<file path="src/rtl/sweep_position_ctrl.sv">
`default_nettype none
// +--------------------------------------------------------------------------+
// | sweep_position_ctrl: ping-pong servo sweep (0..7..0) with settle,        |
// | measure-request and timeout phases per position.                         |
// | Optional macro SWEEP_HOLD_EN adds a 'pausa' input that freezes timing.   |
// | Revision: 1.0                                                            |
// +--------------------------------------------------------------------------+
module sweep_position_ctrl #(
  parameter int unsigned SETTLE_CYCLES  = 25_000_000,
  parameter int unsigned TIMEOUT_CYCLES = 5_000_000
) (
  input  logic       clock,
  input  logic       reset,
  input  logic       ligar,
  input  logic       medida_pronta,
`ifdef SWEEP_HOLD_EN
  input  logic       pausa,
`endif
  output logic [2:0] posicao,
  output logic       direcao,
  output logic       pedir_medida,
  output logic       fim_posicao,
  output logic       timeout,
  output logic [2:0] db_estado
);

  localparam int unsigned c_max_cycles = (SETTLE_CYCLES > TIMEOUT_CYCLES) ?
                                         SETTLE_CYCLES : TIMEOUT_CYCLES;
  localparam int unsigned c_timer_w    = $clog2(c_max_cycles) + 1;

  localparam logic [c_timer_w-1:0] c_settle_last  = c_timer_w'(SETTLE_CYCLES - 1);
  localparam logic [c_timer_w-1:0] c_timeout_last = c_timer_w'(TIMEOUT_CYCLES - 1);
  localparam logic [c_timer_w-1:0] c_timer_one    = c_timer_w'(1);

  localparam logic [2:0] c_st_idle    = 3'd0;
  localparam logic [2:0] c_st_settle  = 3'd1;
  localparam logic [2:0] c_st_trigger = 3'd2;
  localparam logic [2:0] c_st_wait    = 3'd3;
  localparam logic [2:0] c_st_step    = 3'd4;

  logic [2:0]           r_state;
  logic [2:0]           w_next;
  logic [c_timer_w-1:0] r_timer;
  logic [2:0]           r_pos;
  logic                 r_dir;
  logic                 r_flag;
  logic                 w_pausa;

`ifdef SWEEP_HOLD_EN
  assign w_pausa = pausa;
`else
  assign w_pausa = 1'b0;
`endif

  // State register
  always_ff @(posedge clock) begin
    if (!reset) begin
      r_state <= c_st_idle;
    end else begin
      r_state <= w_next;
    end
  end

  // Next-state logic; dropping ligar beats every other transition
  always_comb begin
    w_next = r_state;
    if (r_state != c_st_idle && !ligar) begin
      w_next = c_st_idle;
    end else begin
      case (r_state)
        c_st_idle: begin
          if (ligar) w_next = c_st_settle;
        end
        c_st_settle: begin
          if (!w_pausa && r_timer == c_settle_last) w_next = c_st_trigger;
        end
        c_st_trigger: begin
          w_next = c_st_wait;
        end
        c_st_wait: begin
          // A measurement ends the wait even while paused
          if (medida_pronta) begin
            w_next = c_st_step;
          end else if (!w_pausa && r_timer == c_timeout_last) begin
            w_next = c_st_step;
          end
        end
        c_st_step: begin
          w_next = c_st_settle;
        end
        default: begin
          w_next = c_st_idle;
        end
      endcase
    end
  end

  // Timer, timeout flag and sweep position
  always_ff @(posedge clock) begin
    if (!reset) begin
      r_timer <= '0;
      r_flag  <= 1'b0;
      r_pos   <= 3'd0;
      r_dir   <= 1'b1;
    end else begin
      if (w_next != r_state) begin
        r_timer <= '0;
      end else if ((r_state == c_st_settle || r_state == c_st_wait) && !w_pausa) begin
        r_timer <= r_timer + c_timer_one;
      end

      if (r_state == c_st_wait && w_next == c_st_step) begin
        r_flag <= !medida_pronta;
      end

      // Position only moves on a completed STEP, never on an abort to IDLE
      if (r_state == c_st_step && w_next == c_st_settle) begin
        if (r_dir) begin
          if (r_pos == 3'd7) begin
            r_pos <= 3'd6;
            r_dir <= 1'b0;
          end else begin
            r_pos <= r_pos + 3'd1;
          end
        end else begin
          if (r_pos == 3'd0) begin
            r_pos <= 3'd1;
            r_dir <= 1'b1;
          end else begin
            r_pos <= r_pos - 3'd1;
          end
        end
      end
    end
  end

  // Moore outputs
  always_comb begin
    posicao      = r_pos;
    direcao      = r_dir;
    db_estado    = r_state;
    pedir_medida = 1'b0;
    fim_posicao  = 1'b0;
    timeout      = 1'b0;
    case (r_state)
      c_st_trigger: pedir_medida = 1'b1;
      c_st_step: begin
        fim_posicao = 1'b1;
        timeout     = r_flag;
      end
      default: begin
        pedir_medida = 1'b0;
      end
    endcase
  end

endmodule
`default_nettype wire
</file>
<file path="config.mk">
export PLATFORM = sky130hd
export DESIGN_NAME = sweep_position_ctrl
export DESIGN_NICKNAME = d
export VERILOG_FILES = /design/src/rtl/sweep_position_ctrl.sv
export SDC_FILE = /design/constraint.sdc
export NUM_CORES = 1
export LEC_CHECK = 0
export ABC_AREA = 1
export BUFFER_PORTS_ARGS = -buffer_cell sky130_fd_sc_hd__clkbuf_2
export CORE_ASPECT_RATIO = 0.5
export CORE_UTILIZATION = 65
export CTS_CLUSTER_DIAMETER = 50
export DETAILED_ROUTE_END_ITERATION = 8
export PLACE_DENSITY = 0.87
export SLEW_MARGIN = 20
export SYNTH_ARGS = -nofsm -noshare
export SYNTH_HDL_FRONTEND = slang
export SYNTH_SLANG_ARGS = --single-unit
</file>
<file path="constraint.sdc">
create_clock -name clock -period 4.9 [get_ports clock]
set_input_delay 0.98 -clock clock [delete_from_list [all_inputs] [get_ports clock]]
set_output_delay 0.98 -clock clock [all_outputs]
set_load 0.05 [all_outputs]
</file>
Yosys cells after proc, flatten, opt, wreduce, memory -nomap -nowiden

Index checks and enable logic that the tools add are counted.

Output and inout bits: 10
Bits of input ports: 4
Bits in registers: 34
Logic and storage cells: 44

Equal/unequal tests: 10
Muxes and demuxes: 15
Bitwise operators: 1
Add/subtract/negate cells: 3
Reductions and logical operators: 10

Operators with widths:

| kind                                                                | number |
|---|---|
| 26-bit by 1-bit adder with 26-bit output (second input constant)    | 1 |
| 26-bit by 23-bit == test with 1-bit output (second input constant)  | 1 |
| 26-bit by 25-bit == test with 1-bit output (second input constant)  | 1 |
| 3-bit 2-to-1 mux                                                    | 8 |
| 3-bit case mux with 5 select lines                                  | 1 |
| 3-bit == test (second input constant)                               | 3 |
| 3-bit by 1-bit == test with 1-bit output (second input constant)    | 2 |
| 3-bit by 2-bit == test with 1-bit output (second input constant)    | 2 |
| 3-bit logical NOT                                                   | 2 |
| 1-bit 2-to-1 mux                                                    | 6 |
| 3-bit by 1-bit adder with 3-bit output (second input constant)      | 1 |
| 1-bit logical AND                                                   | 3 |
| 3-bit != test                                                       | 1 |
| 3-bit nonzero test                                                  | 1 |
| 3-bit by 1-bit subtractor with 3-bit output (second input constant) | 1 |
| 1-bit logical NOT                                                   | 2 |
| 2-bit OR reduction                                                  | 1 |
| 1-bit logical OR                                                    | 1 |
| 1-bit NOT                                                           | 1 |

Depth between registers and ports, before layout

Depth after elaboration: 7
Depth in mapped cells: 13
Mapped depth without buffers: 12

Worst setup path after synthesis

Ideal clock, no wire load.

Path type: reg2out
From: register r_state[1] (netlist: db_estado[1])
To: output timeout
Path slack: 2328 ps
Arrival time: 1592 ps
Stages on the path, launching flop included: 6
Cells stage by stage: dfxtp_1 > inv_1 > nand2_1 > inv_1 > nand2_1 > nor2_1

Cells in the longest elaborated chain, start to end: 2

RTL lines:

| what                   | line | source |
|---|---|---|
| from (decl)            | 41   | `logic [2:0] r_state;` |
| from (signal assigned) | 58   | `r_state <= c_st_idle;` |
| from (signal assigned) | 60   | `r_state <= w_next;` |
| 3-bit == test          | 145  | `case (r_state)` |
| 1-bit 2-to-1 mux       | 145  |  |
| to (decl)              | 23   | `output logic timeout,` |

No other way between the ends.

Worst setup path after layout

Same ends and word-level chain as after synthesis.

==> impl_metrics.yaml <==
worst_setup_path:
  crit_buf_inv: 3
  crit_chain: "inv_1 > nand2_1 > inv_1 > nand2_1 > nor2_1 > clkbuf_2"
  rr_worst_depth: 11
  crit_type: "register to primary output"
  worst-r2r-setup-slack_ns: 2.52
  r2r-end: "r_timer[4]"
  cp-endpoint: "timeout"
  crit-reg2reg-launch: "r_timer[1]"
  cp_slowest_stage_delay_ns: 0.36
  crit_start: "db_estado[1]"
  critical_path_required_ns: 3.92
  arrival_ns: 1.51
  path_max_fanout: 5
  path_delay_family: "buffers and inverters"
  crit_cells: 6
  cp_slowest_cell: "dfxtp_1"
  critPathCaptureType: "primary output"
  cp-start-kind: "register"
route:
  drt-wirelength-per-cell_um: 12.80
  wl_met2_mm: 2.115
  via_per_inst: 5.561
  routed-via-count: 1874
  drtPass1Iterations: 4
  drc_errors: 0
  drtIter0Drc: 126
  route.met3.wl_um: 182
  wl_met1_mm: 1.960
  wirelength_mm: 4.314
  postRouteAntennaNets: 0
  maxUsedRoutingLayer: "met4"
clock_tree:
  clkLatencyLatePin_ns: 0.29
  clkTransAtPathRegs_ns: 0.07
  clock-root-buffer: "clkbuf_8"
  clockBufferDepth: 2
  tritoncts: "built"
  cts_hold_buf: 0
  cts_sinks: 34
  post_cts_buffers: 0
  htree_levels: 2
  cts_buffers: 5
  cts_resized: 0
global_routing:
  grt_pass1_wl_mm: 7.548
  grt_overflow: 0
  grt_pass1_vias: 1758
  grt.total_usage_pct: 28.60
  grt_max_degree: 27
  antenna_found_initial: 0
yosys:
  yosysTopAreaCellShare_pct: 32.30
  synth_area_per_cell_um2: 7.498
  seq_area_frac_synth_pct: 32.30
  ys_types: 25
  synth_edf_count: 0
  syn_nets: 290
  ys_warn_count: 0
  synth_async_sr_flop_share_pct: 0
  post-synth-top-count-cell: "nand2_1"
  synth_area_um2: 2107
  synth.largest_area_cell: "dfxtp_1"
  netlist_instances: 281
  synth_ff_type: "dfxtp_1"
  ys_ff_latch: 34
  synthTopCellsByCount: "nand2_1, inv_1, dfxtp_1"
  synth_top_cells_by_area: "dfxtp_1, nor3_2, nand2_1"
floorplan:
  start_util_pct: 69.13
  fp.dieW_um: 82.52
  dieArea_um2: 3487
  placementRows: 14
  io-pin-count: 14
  dieHeight_um: 42.26
  fp.coreArea_um2: 3048
timing:
  hold_viol_final: 0
  final.period_utilization_pct: 50.80
  max_freq_mhz: 401.8
  slew_headroom_pct: 51.80
  slew_viol_final: 0
  setup_viol: 0
  fin_skew_ns: 0.005541
  finalSetupTns_ns: 0
  tightest_slew_ns: 0.7221
  fin_crit_ns: 2.489
  rsz0062_at_grt: "false"
placement:
  hpwlAfterDp_mm: 2.962
  gpl.final_weighted_congestion: 0.9599
  portBuffers: 13
  dpl.cell_count: 330
finish:
  antennaDiodeCount: 0
  syn2layout_area_growth_pct: 6.948
  final_layout_size_suffix_gt1_share_pct: 19.19
  nets: 306
  fin_cells: 337
power_and_ir_drop:
  swShare_pct: 25.92
  power_frac_seq_pct: 53.8
  power_switching_w: 0.0001346
  pwr_density_cell_nw_per_um2: 230.4
  pwr-share-comb_pct: 7.6
  ir_drop_mv: 0.1230
  power_leakage_nw: 0.8937
  pwr-share-clk_pct: 38.6
  p_int_w: 0.0003846
min_path:
  worstHoldPathType: "register to register"
run_status:
  run_status: "finished, final reports clean"
run:
  maxCapViolations: 0
[how the worst min path moves through the flow]
stage	start	endpoint	slack, ns	depth (start not counted)
after floorplan	r_flag	r_flag	0.43	2
after global placement	r_flag	r_flag	0.44	2
after detailed placement	r_flag	r_flag	0.45	2
after CTS	r_flag	r_flag	0.46	2
after global routing	r_flag	r_flag	0.50	2
final	r_flag	r_flag	0.46	2
[worst register-to-register path, stage by stage (launching register included)]
cell and delay, ns:
dfxtp_1 0.37, ha_1 0.20, nand2_2 0.08, nor2_4 0.11
nand3_1 0.10, nor2_1 0.10, nand2_1 0.12, nand3_2 0.11
nand3_2 0.08, nand3_1 0.09, nand3_2 0.56, nor3_1 0.37
[layout by cell type, fill, tap and decap left out, types with 7 or more instances in the layout]
master	synthesis	final
clkbuf_2	0	13
o21ai_0	12	12
nand4_1	7	7
nor3_1	11	11
inv_1	45	45
nand2_1	48	48
nor2_1	32	32
xor2_1	15	15
dfxtp_1	34	34
nand3_1	15	15
xnor2_1	7	7
nor3_2	21	21
[per-stage QoR]
step | total power, W | hold WS, ns | worst slack [ns] | area [um^2] | util, %
6_report | 0.0005191 | 0.4593 | 2.411 | 2253 | 73.93
5_1_grt | 0.0005339 | 0.4989 | 2.226 | 2253 | 73.93
4_1_cts | 0.0005191 | 0.4620 | 2.446 | 2253 | 73.93
3_5_place_dp | 0.0003243 | 0.4512 | 2.280 | 2177 | 71.43
3_3_place_gp | 0.0003232 | 0.4445 | 2.380 | 2177 | 71.43
2_1_floorplan | 0.0003198 | 0.4294 | 2.328 | 2107 | -
[flip-flops by register name (all words and copies together), names as in the netlist]
register	cells
posicao	3
r_timer	26
direcao	1
db_estado	3
r_flag	1
[cell type report]
class                           count  area, um^2
Clock buffer                        7       76.32
Fill cell                         251       794.5
Inverter                           48       182.7
Multi-Input combinational cell    195        1199
Sequential cell                    34       680.7
Tap cell                           40       50.05
Timing Repair Buffer               13       65.06
[per-layer routing]
layer,track usage [%],vias to the layer above
li1,-,923
met1,35.38,896
met2,48.43,45
met3,8.478,10
met4,7.931,0
met5,0,-
[logic make-up (layout without fill, tap and decap cells)]
family,Yosys count,after routing,synth area share [%]
AOI/OAI and AO/OA,18,18,4.573
muxes,1,1,0.4751
xor gates and xnor gates,22,22,9.145
adders and majority gates,5,5,2.969
DFF,34,34,32.30
buffers and inverters,52,68,10.81
and+or+nand+nor,149,149,39.73
[power groups by stage]
stage | Sequential (W) | Combinational (W) | Clock, W
global placement | 0.000286 | 0.0000377 | 0
global route | 0.000279 | 0.0000429 | 0.000212
CTS | 0.000279 | 0.0000394 | 0.000200
floorplan | 0.000288 | 0.0000315 | 0
finish | 0.000279 | 0.0000393 | 0.000200
detailed placement | 0.000286 | 0.0000387 | 0
No activity file was read; power rests on OpenSTA's default activity.
